## src/rtl/alu_arbiter_pkg.sv

```systemverilog
// Shared definitions for the two-port ALU arbiter: FSM encoding, the opcode
// the ALU does not implement, and the default datapath width.
package alu_arbiter_pkg;

    typedef enum logic [1:0] {
        IDLE = 2'd0,
        EXEC = 2'd1,
        RESP = 2'd2
    } state_e;

    localparam logic [2:0] ILLEGAL_OP    = 3'b111;
    localparam int         DEFAULT_WIDTH = 16;

endpackage

```

## src/rtl/alu_arbiter_if.sv

```systemverilog
// Requester-facing bus of the ALU arbiter: two request channels and two
// response channels that share one result bus.
interface alu_arbiter_if
    import alu_arbiter_pkg::*;
#(
    parameter int WIDTH = DEFAULT_WIDTH
) ();

    logic [1:0]       req_valid;
    logic [1:0]       req_ready;
    logic [WIDTH-1:0] req_a0;
    logic [WIDTH-1:0] req_b0;
    logic [2:0]       req_op0;
    logic [WIDTH-1:0] req_a1;
    logic [WIDTH-1:0] req_b1;
    logic [2:0]       req_op1;
    logic [1:0]       resp_valid;
    logic [1:0]       resp_ready;
    logic [WIDTH-1:0] resp_data;
    logic             resp_err;

    modport master (
        output req_valid, req_a0, req_b0, req_op0, req_a1, req_b1, req_op1, resp_ready,
        input  req_ready, resp_valid, resp_data, resp_err
    );

    modport slave (
        input  req_valid, req_a0, req_b0, req_op0, req_a1, req_b1, req_op1, resp_ready,
        output req_ready, resp_valid, resp_data, resp_err
    );

endinterface

```

## src/rtl/alu_arbiter_rr_arb2.sv

```systemverilog
// Two-input round-robin picker: a lone requester wins outright, a tie goes
// to the port that was not served last.
module rr_arb2 (
    input  logic [1:0] req_valid,
    input  logic       last_grant,
    output logic       grant_valid,
    output logic       grant_id
);

    always_comb begin
        grant_valid = |req_valid;
        grant_id    = 1'b0;
        case (req_valid)
            2'b01:   grant_id = 1'b0;
            2'b10:   grant_id = 1'b1;
            2'b11:   grant_id = ~last_grant;
            default: grant_id = 1'b0;
        endcase
    end

endmodule

```

## src/rtl/alu_arbiter.sv

```systemverilog
// Shares one external ALU between two requesters: latch the winning operation,
// hold it on the ALU for SETTLE cycles, capture the result and hand it back.
module alu_arbiter
    import alu_arbiter_pkg::*;
#(
    parameter int WIDTH  = DEFAULT_WIDTH,
    parameter int SETTLE = 1
) (
    input  logic             clk,
    input  logic             rst,
    alu_arbiter_if.slave     bus,
    output logic [WIDTH-1:0] alu_a,
    output logic [WIDTH-1:0] alu_b,
    output logic [2:0]       alu_op,
    input  logic [WIDTH-1:0] alu_out,
    output logic             busy,
    output logic             grant_id
);

    localparam int CW = (SETTLE > 1) ? $clog2(SETTLE) : 1;

    state_e           state_q, state_d;
    logic [CW-1:0]    cnt_q, cnt_d;
    logic [WIDTH-1:0] alu_a_q, alu_a_d;
    logic [WIDTH-1:0] alu_b_q, alu_b_d;
    logic [2:0]       alu_op_q, alu_op_d;
    logic [WIDTH-1:0] resp_data_q, resp_data_d;
    logic             resp_err_q, resp_err_d;
    logic             grant_q, grant_d;
    logic             last_q, last_d;

    logic             win_valid;
    logic             win_id;
    logic [WIDTH-1:0] win_a;
    logic [WIDTH-1:0] win_b;
    logic [2:0]       win_op;
    logic             accept;

    rr_arb2 u_rr_arb2 (
        .req_valid   (bus.req_valid),
        .last_grant  (last_q),
        .grant_valid (win_valid),
        .grant_id    (win_id)
    );

    assign win_a  = win_id ? bus.req_a1  : bus.req_a0;
    assign win_b  = win_id ? bus.req_b1  : bus.req_b0;
    assign win_op = win_id ? bus.req_op1 : bus.req_op0;

    // Ready is withheld while rst is high so nothing handshakes during reset.
    assign accept        = (state_q == IDLE) && win_valid && !rst;
    assign bus.req_ready = accept ? (win_id ? 2'b10 : 2'b01) : 2'b00;

    assign bus.resp_valid = (state_q == RESP) ? (grant_q ? 2'b10 : 2'b01) : 2'b00;
    assign bus.resp_data  = resp_data_q;
    assign bus.resp_err   = resp_err_q;
    assign alu_a          = alu_a_q;
    assign alu_b          = alu_b_q;
    assign alu_op         = alu_op_q;
    assign busy           = (state_q != IDLE);
    assign grant_id       = grant_q;

    always_comb begin
        state_d     = state_q;
        cnt_d       = cnt_q;
        alu_a_d     = alu_a_q;
        alu_b_d     = alu_b_q;
        alu_op_d    = alu_op_q;
        resp_data_d = resp_data_q;
        resp_err_d  = resp_err_q;
        grant_d     = grant_q;
        last_d      = last_q;

        case (state_q)
            IDLE: begin
                if (accept) begin
                    grant_d = win_id;
                    // Illegal ops never reach the ALU, so its inputs keep the last legal op.
                    if (win_op == ILLEGAL_OP) begin
                        resp_err_d  = 1'b1;
                        resp_data_d = '0;
                        state_d     = RESP;
                    end else begin
                        alu_a_d  = win_a;
                        alu_b_d  = win_b;
                        alu_op_d = win_op;
                        cnt_d    = CW'(SETTLE - 1);
                        state_d  = EXEC;
                    end
                end
            end
            EXEC: begin
                if (cnt_q == '0) begin
                    resp_data_d = alu_out;
                    resp_err_d  = 1'b0;
                    state_d     = RESP;
                end else begin
                    cnt_d = cnt_q - CW'(1);
                end
            end
            RESP: begin
                if (bus.resp_ready[grant_q]) begin
                    last_d  = grant_q;
                    state_d = IDLE;
                end
            end
            default: state_d = IDLE;
        endcase
    end

    always_ff @(posedge clk) begin
        if (rst) begin
            state_q     <= IDLE;
            cnt_q       <= '0;
            alu_a_q     <= '0;
            alu_b_q     <= '0;
            alu_op_q    <= '0;
            resp_data_q <= '0;
            resp_err_q  <= 1'b0;
            grant_q     <= 1'b0;
            last_q      <= 1'b1;
        end else begin
            state_q     <= state_d;
            cnt_q       <= cnt_d;
            alu_a_q     <= alu_a_d;
            alu_b_q     <= alu_b_d;
            alu_op_q    <= alu_op_d;
            resp_data_q <= resp_data_d;
            resp_err_q  <= resp_err_d;
            grant_q     <= grant_d;
            last_q      <= last_d;
        end
    end

endmodule

```

## src/flat_wrapper.sv

```systemverilog
// flat-port wrapper written by rule: the top's interface ports become plain ports
module alu_arbiter_flat import alu_arbiter_pkg::*;
#(
    parameter int WIDTH  = DEFAULT_WIDTH,
    parameter int SETTLE = 1
)
  (clk, rst, alu_a, alu_b, alu_op, alu_out, busy, grant_id, bus_req_valid, bus_req_a0, bus_req_b0, bus_req_op0, bus_req_a1, bus_req_b1, bus_req_op1, bus_resp_ready, bus_req_ready, bus_resp_valid, bus_resp_data, bus_resp_err);
  alu_arbiter_if #(.WIDTH(WIDTH)) bus_i ();
  input  logic clk;
  input  logic rst;
  output logic [WIDTH-1:0] alu_a;
  output logic [WIDTH-1:0] alu_b;
  output logic [2:0] alu_op;
  input  logic [WIDTH-1:0] alu_out;
  output logic busy;
  output logic grant_id;
  input wire logic [$bits(bus_i.req_valid)-1:0] bus_req_valid;
  input wire logic [$bits(bus_i.req_a0)-1:0] bus_req_a0;
  input wire logic [$bits(bus_i.req_b0)-1:0] bus_req_b0;
  input wire logic [$bits(bus_i.req_op0)-1:0] bus_req_op0;
  input wire logic [$bits(bus_i.req_a1)-1:0] bus_req_a1;
  input wire logic [$bits(bus_i.req_b1)-1:0] bus_req_b1;
  input wire logic [$bits(bus_i.req_op1)-1:0] bus_req_op1;
  input wire logic [$bits(bus_i.resp_ready)-1:0] bus_resp_ready;
  output wire logic [$bits(bus_i.req_ready)-1:0] bus_req_ready;
  output wire logic [$bits(bus_i.resp_valid)-1:0] bus_resp_valid;
  output wire logic [$bits(bus_i.resp_data)-1:0] bus_resp_data;
  output wire logic [$bits(bus_i.resp_err)-1:0] bus_resp_err;
  assign bus_i.req_valid = bus_req_valid;
  assign bus_i.req_a0 = bus_req_a0;
  assign bus_i.req_b0 = bus_req_b0;
  assign bus_i.req_op0 = bus_req_op0;
  assign bus_i.req_a1 = bus_req_a1;
  assign bus_i.req_b1 = bus_req_b1;
  assign bus_i.req_op1 = bus_req_op1;
  assign bus_i.resp_ready = bus_resp_ready;
  assign bus_req_ready = bus_i.req_ready;
  assign bus_resp_valid = bus_i.resp_valid;
  assign bus_resp_data = bus_i.resp_data;
  assign bus_resp_err = bus_i.resp_err;
  alu_arbiter #(.WIDTH(WIDTH), .SETTLE(SETTLE)) u_core (.clk(clk), .rst(rst), .bus(bus_i), .alu_a(alu_a), .alu_b(alu_b), .alu_op(alu_op), .alu_out(alu_out), .busy(busy), .grant_id(grant_id));
endmodule
```

## config.mk

```make
export PLATFORM = sky130hd
export DESIGN_NAME = alu_arbiter_flat
export DESIGN_NICKNAME = d
export VERILOG_FILES = /design/src/rtl/alu_arbiter_pkg.sv /design/src/rtl/alu_arbiter_if.sv /design/src/rtl/alu_arbiter_rr_arb2.sv /design/src/rtl/alu_arbiter.sv /design/src/flat_wrapper.sv
export SDC_FILE = /design/constraint.sdc
export NUM_CORES = 1
export LEC_CHECK = 0
export BUFFER_PORTS_ARGS = -buffer_cell sky130_fd_sc_hd__buf_2
export CAP_MARGIN = 20
export CORE_MARGIN = 2
export CORE_UTILIZATION = 42
export DETAILED_ROUTE_END_ITERATION = 16
export GPL_ROUTABILITY_DRIVEN = 1
export HOLD_SLACK_MARGIN = 0.03
export PLACE_DENSITY = 0.79
export SYNTH_ARGS = -nofsm -noshare
export SYNTH_HDL_FRONTEND = slang
export SYNTH_SLANG_ARGS = --single-unit
```

## constraint.sdc

```tcl
create_clock -name clk -period 1.9 [get_ports clk]
set_input_delay 0.285 -clock clk [delete_from_list [all_inputs] [get_ports clk]]
set_output_delay 0.285 -clock clk [all_outputs]
set_load 0.005 [all_outputs]
```

==> impl_metrics.csv <==
group,metric,value,unit
synth,synth_cell_types,28,
floorplanning,die-width,79.28,um
finish,antenna_cells,0,
worst_setup_path,r2r_cells,5,
synth,syn-num-nets,322,
timing,setup_tns,0,ps
synth,yosysTopAreaCell,"dfxtp_1",
global_routing,use_met3,0.04886,
finish,final_common_cell,"buf_2",
worst_hold_path,hold_end,"u_core.bus.resp_data[3]",
global_routing,grt_pass1_wl,10050,um
clock_tree,cts_sinks,56,
routing,drt_iter0_markers,50,
power_and_ir_drop,leakage,0.001596,uW
worst_setup_path,slowest_stage,"or3_4",
worst_setup_path,criticalPathCategory,"reg2out",
routing,drt_wl_total,6328,um
timing,final_max_slew_viol_count,0,
floorplanning,ios,150,
routing,avgViaCountPerCell,5.160,
routing,wl_per_cell,14.09,um
global_routing,antenna_found_initial,0,
floorplanning,dieArea,6285,um^2
routing,vias,2317,
power_and_ir_drop,power_density,793.6,nW/um^2
synth,synthTopCellsByArea,"dfxtp_1 (47%), mux2i_1 (16%), a211oi_1 (10%), a21oi_1 (8.0%), a22o_1 (5.9%)",
status,status,"finished clean",
synth,syn_area,2380,um^2
synth,ys_ff_latch,56,
timing,setup-violations-final,0,
worst_setup_path,r2r-end,"u_core.alu_b[14]",
clock_tree,clkTransAtPathRegs,90,ps
timing,rsz0062_at_grt,"no",
routing,route.detailed.drc,0,
worst_hold_path,min-delay-path-class,"in2reg",
routing,dr.pass1.iters,4,
floorplanning,core,5473,um^2
global_routing,top_usage_layer,"met2",
floorplanning,start_util,0.4348,
timing,hold-worst-slack,179.7,ps
timing,fin_crit_sh,0.9493,
finish,nets,469,
synth,yosysWarnings,0,
worst_hold_path,hp-start,"alu_out[3]",
power_and_ir_drop,finalPower,2628,uW
global_routing,grt_usage,0.1994,
worst_setup_path,path_cells,"or2_1 > or3_4 > nor2_1 > buf_2",
clock_tree,clockRootBuffer,"clkbuf_8",
global_routing,first_global_vias,2217,
clock_tree,cts_max_level,2,
worst_setup_path,cp.required,1620,ps
synth,synth.top_cell.area_share,0.4711,
finish,post-route-util,0.6052,
timing,hold_viol,0,
timing,period_minus_slack,1804,ps
place,place.port_buffers,149,
timing,skew,6.889,ps
job,max-cap-violations,0,
synth,synth-main-ff-cell,"dfxtp_1",
timing,fmax,554.4,MHz
global_routing,grt_max_degree,39,
floorplanning,dieHeight,79.28,um
floorplanning,num_rows,27,
worst_hold_path,hold_depth,2,
worst_setup_path,crit-reg2reg-launch,"u_core.last_q",
synth,syn_avg_cell_area,10.35,um^2
global_routing,gr-total-overflow,0,
worst_setup_path,critPathLaunchType,"register",
synth,async_flop_share,0,
synth,syn_inst,230,
timing,tightest_slew,390.0,ps
global_routing,use_met2,0.3559,
clock_tree,worstSkewPairLatency,310,ps
synth,synth-edff-count,0,
worst_setup_path,end_kind,"output pin",
worst_setup_path,cp_max_fo,4,
finish,area_growth,39.17,%
timing,max_slew_margin,0.7390,
clock_tree,cts_buffers,5,
routing,ant_nets,0,
power_and_ir_drop,vdd_ir_drop_max,359.3,uV
finish,layout_common_cells,"buf_2 (149), dfxtp_1 (56), a21oi_1 (38)",
clock_tree,clockBufferDepth,2,
global_routing,grtUsageMet1,0.2338,
worst_setup_path,r2r_slack,240,ps
synth,synth_seq_area_share,0.4711,
place,hpwlAfterDp,4730,um
finish,drive_above_1_share,0.4615,
clock_tree,cts_tree,"done",
worst_setup_path,arrival,1520,ps
place,place_congestion,0.7436,
worst_setup_path,slowest_delay,400,ps
kinds of logic after synthesis:
group | Yosys count | share of synthesized area
muxes | 38 | 0.1604
AOI/OAI and AO/OA | 93 | 0.2655
buffers and inverters | 23 | 0.04994
DFF | 56 | 0.4711
and+or+nand+nor | 20 | 0.05311
worst max path at each step:
| stage | start | endpoint | slack (ps) | depth (start not counted) |
|---|---|---|---|---|
| 2_1_floorplan | u_core.state_q[0] | u_core.bus.resp_data[0] | 200 | 6 |
| 3_3_place_gp | rst | u_core.bus.resp_data[9] | 220 | 3 |
| 3_5_place_dp | bus_req_valid[0] | u_core.alu_a[1] | 150 | 6 |
| 4_1_cts | u_core.state_q[1] | bus_req_ready[1] | 20 | 4 |
| 5_1_grt | u_core.state_q[1] | bus_req_ready[0] | 20 | 4 |
| 6_report | u_core.state_q[1] | bus_req_ready[0] | 100 | 4 |
layout make-up:
class                   count  area, um^2
clock buffers               6       72.57
fillers                   520        2161
inverters                   1       3.754
clock inverters             1       5.005
flip-flops and latches     56        1121
well taps                  72       90.09
multi-input cells         151        1151
repair buffers            162       868.3
synthesized netlist by cell type (all sizes together), types with 2 or more instances:
master,count
dfxtp,56
a21oi,38
mux2i,37
a211oi,32
a22o,16
buf,16
clkbuf,6
nor2,5
nor2b,4
and2,3
o21a,3
a21boi,2
nand3,2
per-layer routing:
metal  share of wire  up-vias  routed length (um)
li1                -     1162                   -
met1            0.42     1061                2689
met2            0.50       81                3160
met3           0.058       13                 364
met4           0.018        0                 113
met5               0        -                   0
registers in the layout (all words and copies together), names as in the netlist:
register	count
u_core.alu_op	3
u_core.alu_a	16
u_core.state_q	2
u_core.bus.resp_data	16
u_core.last_q	1
u_core.bus.resp_err	1
u_core.alu_b	16
u_core.grant_id	1
power by group:
| group | total, uW | leakage [uW] | switching (uW) | internal [uW] |
|---|---|---|---|---|
| combinational | 670 | 0.00109 | 323 | 346 |
| clock | 605 | 0.0000410 | 354 | 252 |
| sequential | 1350 | 0.000460 | 62.0 | 1290 |
| total | 2630 | 0.00160 | 739 | 1890 |
critical path, delay by kind of cell, from the launching register on:
| kind | cells | cell delay [ps] |
|---|---|---|
| buffers and inverters | 1 | 120 |
| flip-flops | 1 | 340 |
| AND/OR/NAND/NOR | 3 | 760 |
stage by stage:
stage	cell area, um^2	setup slack (ps)	instances
after detailed placement	3204	151.7	438
after floorplan	2380	199.5	230
final	3312	96.41	449
after global routing	3312	19.83	449
after CTS	3282	22.54	445
after global placement	3204	222.7	438
timing repair:
action                     in CTS  in global routing
hold buffers                    0                  0
gates resized for setup         0                  0
buffers inserted                0                  3
setup endpoints to repair       0                  1
(Power assumes the default switching activity.)
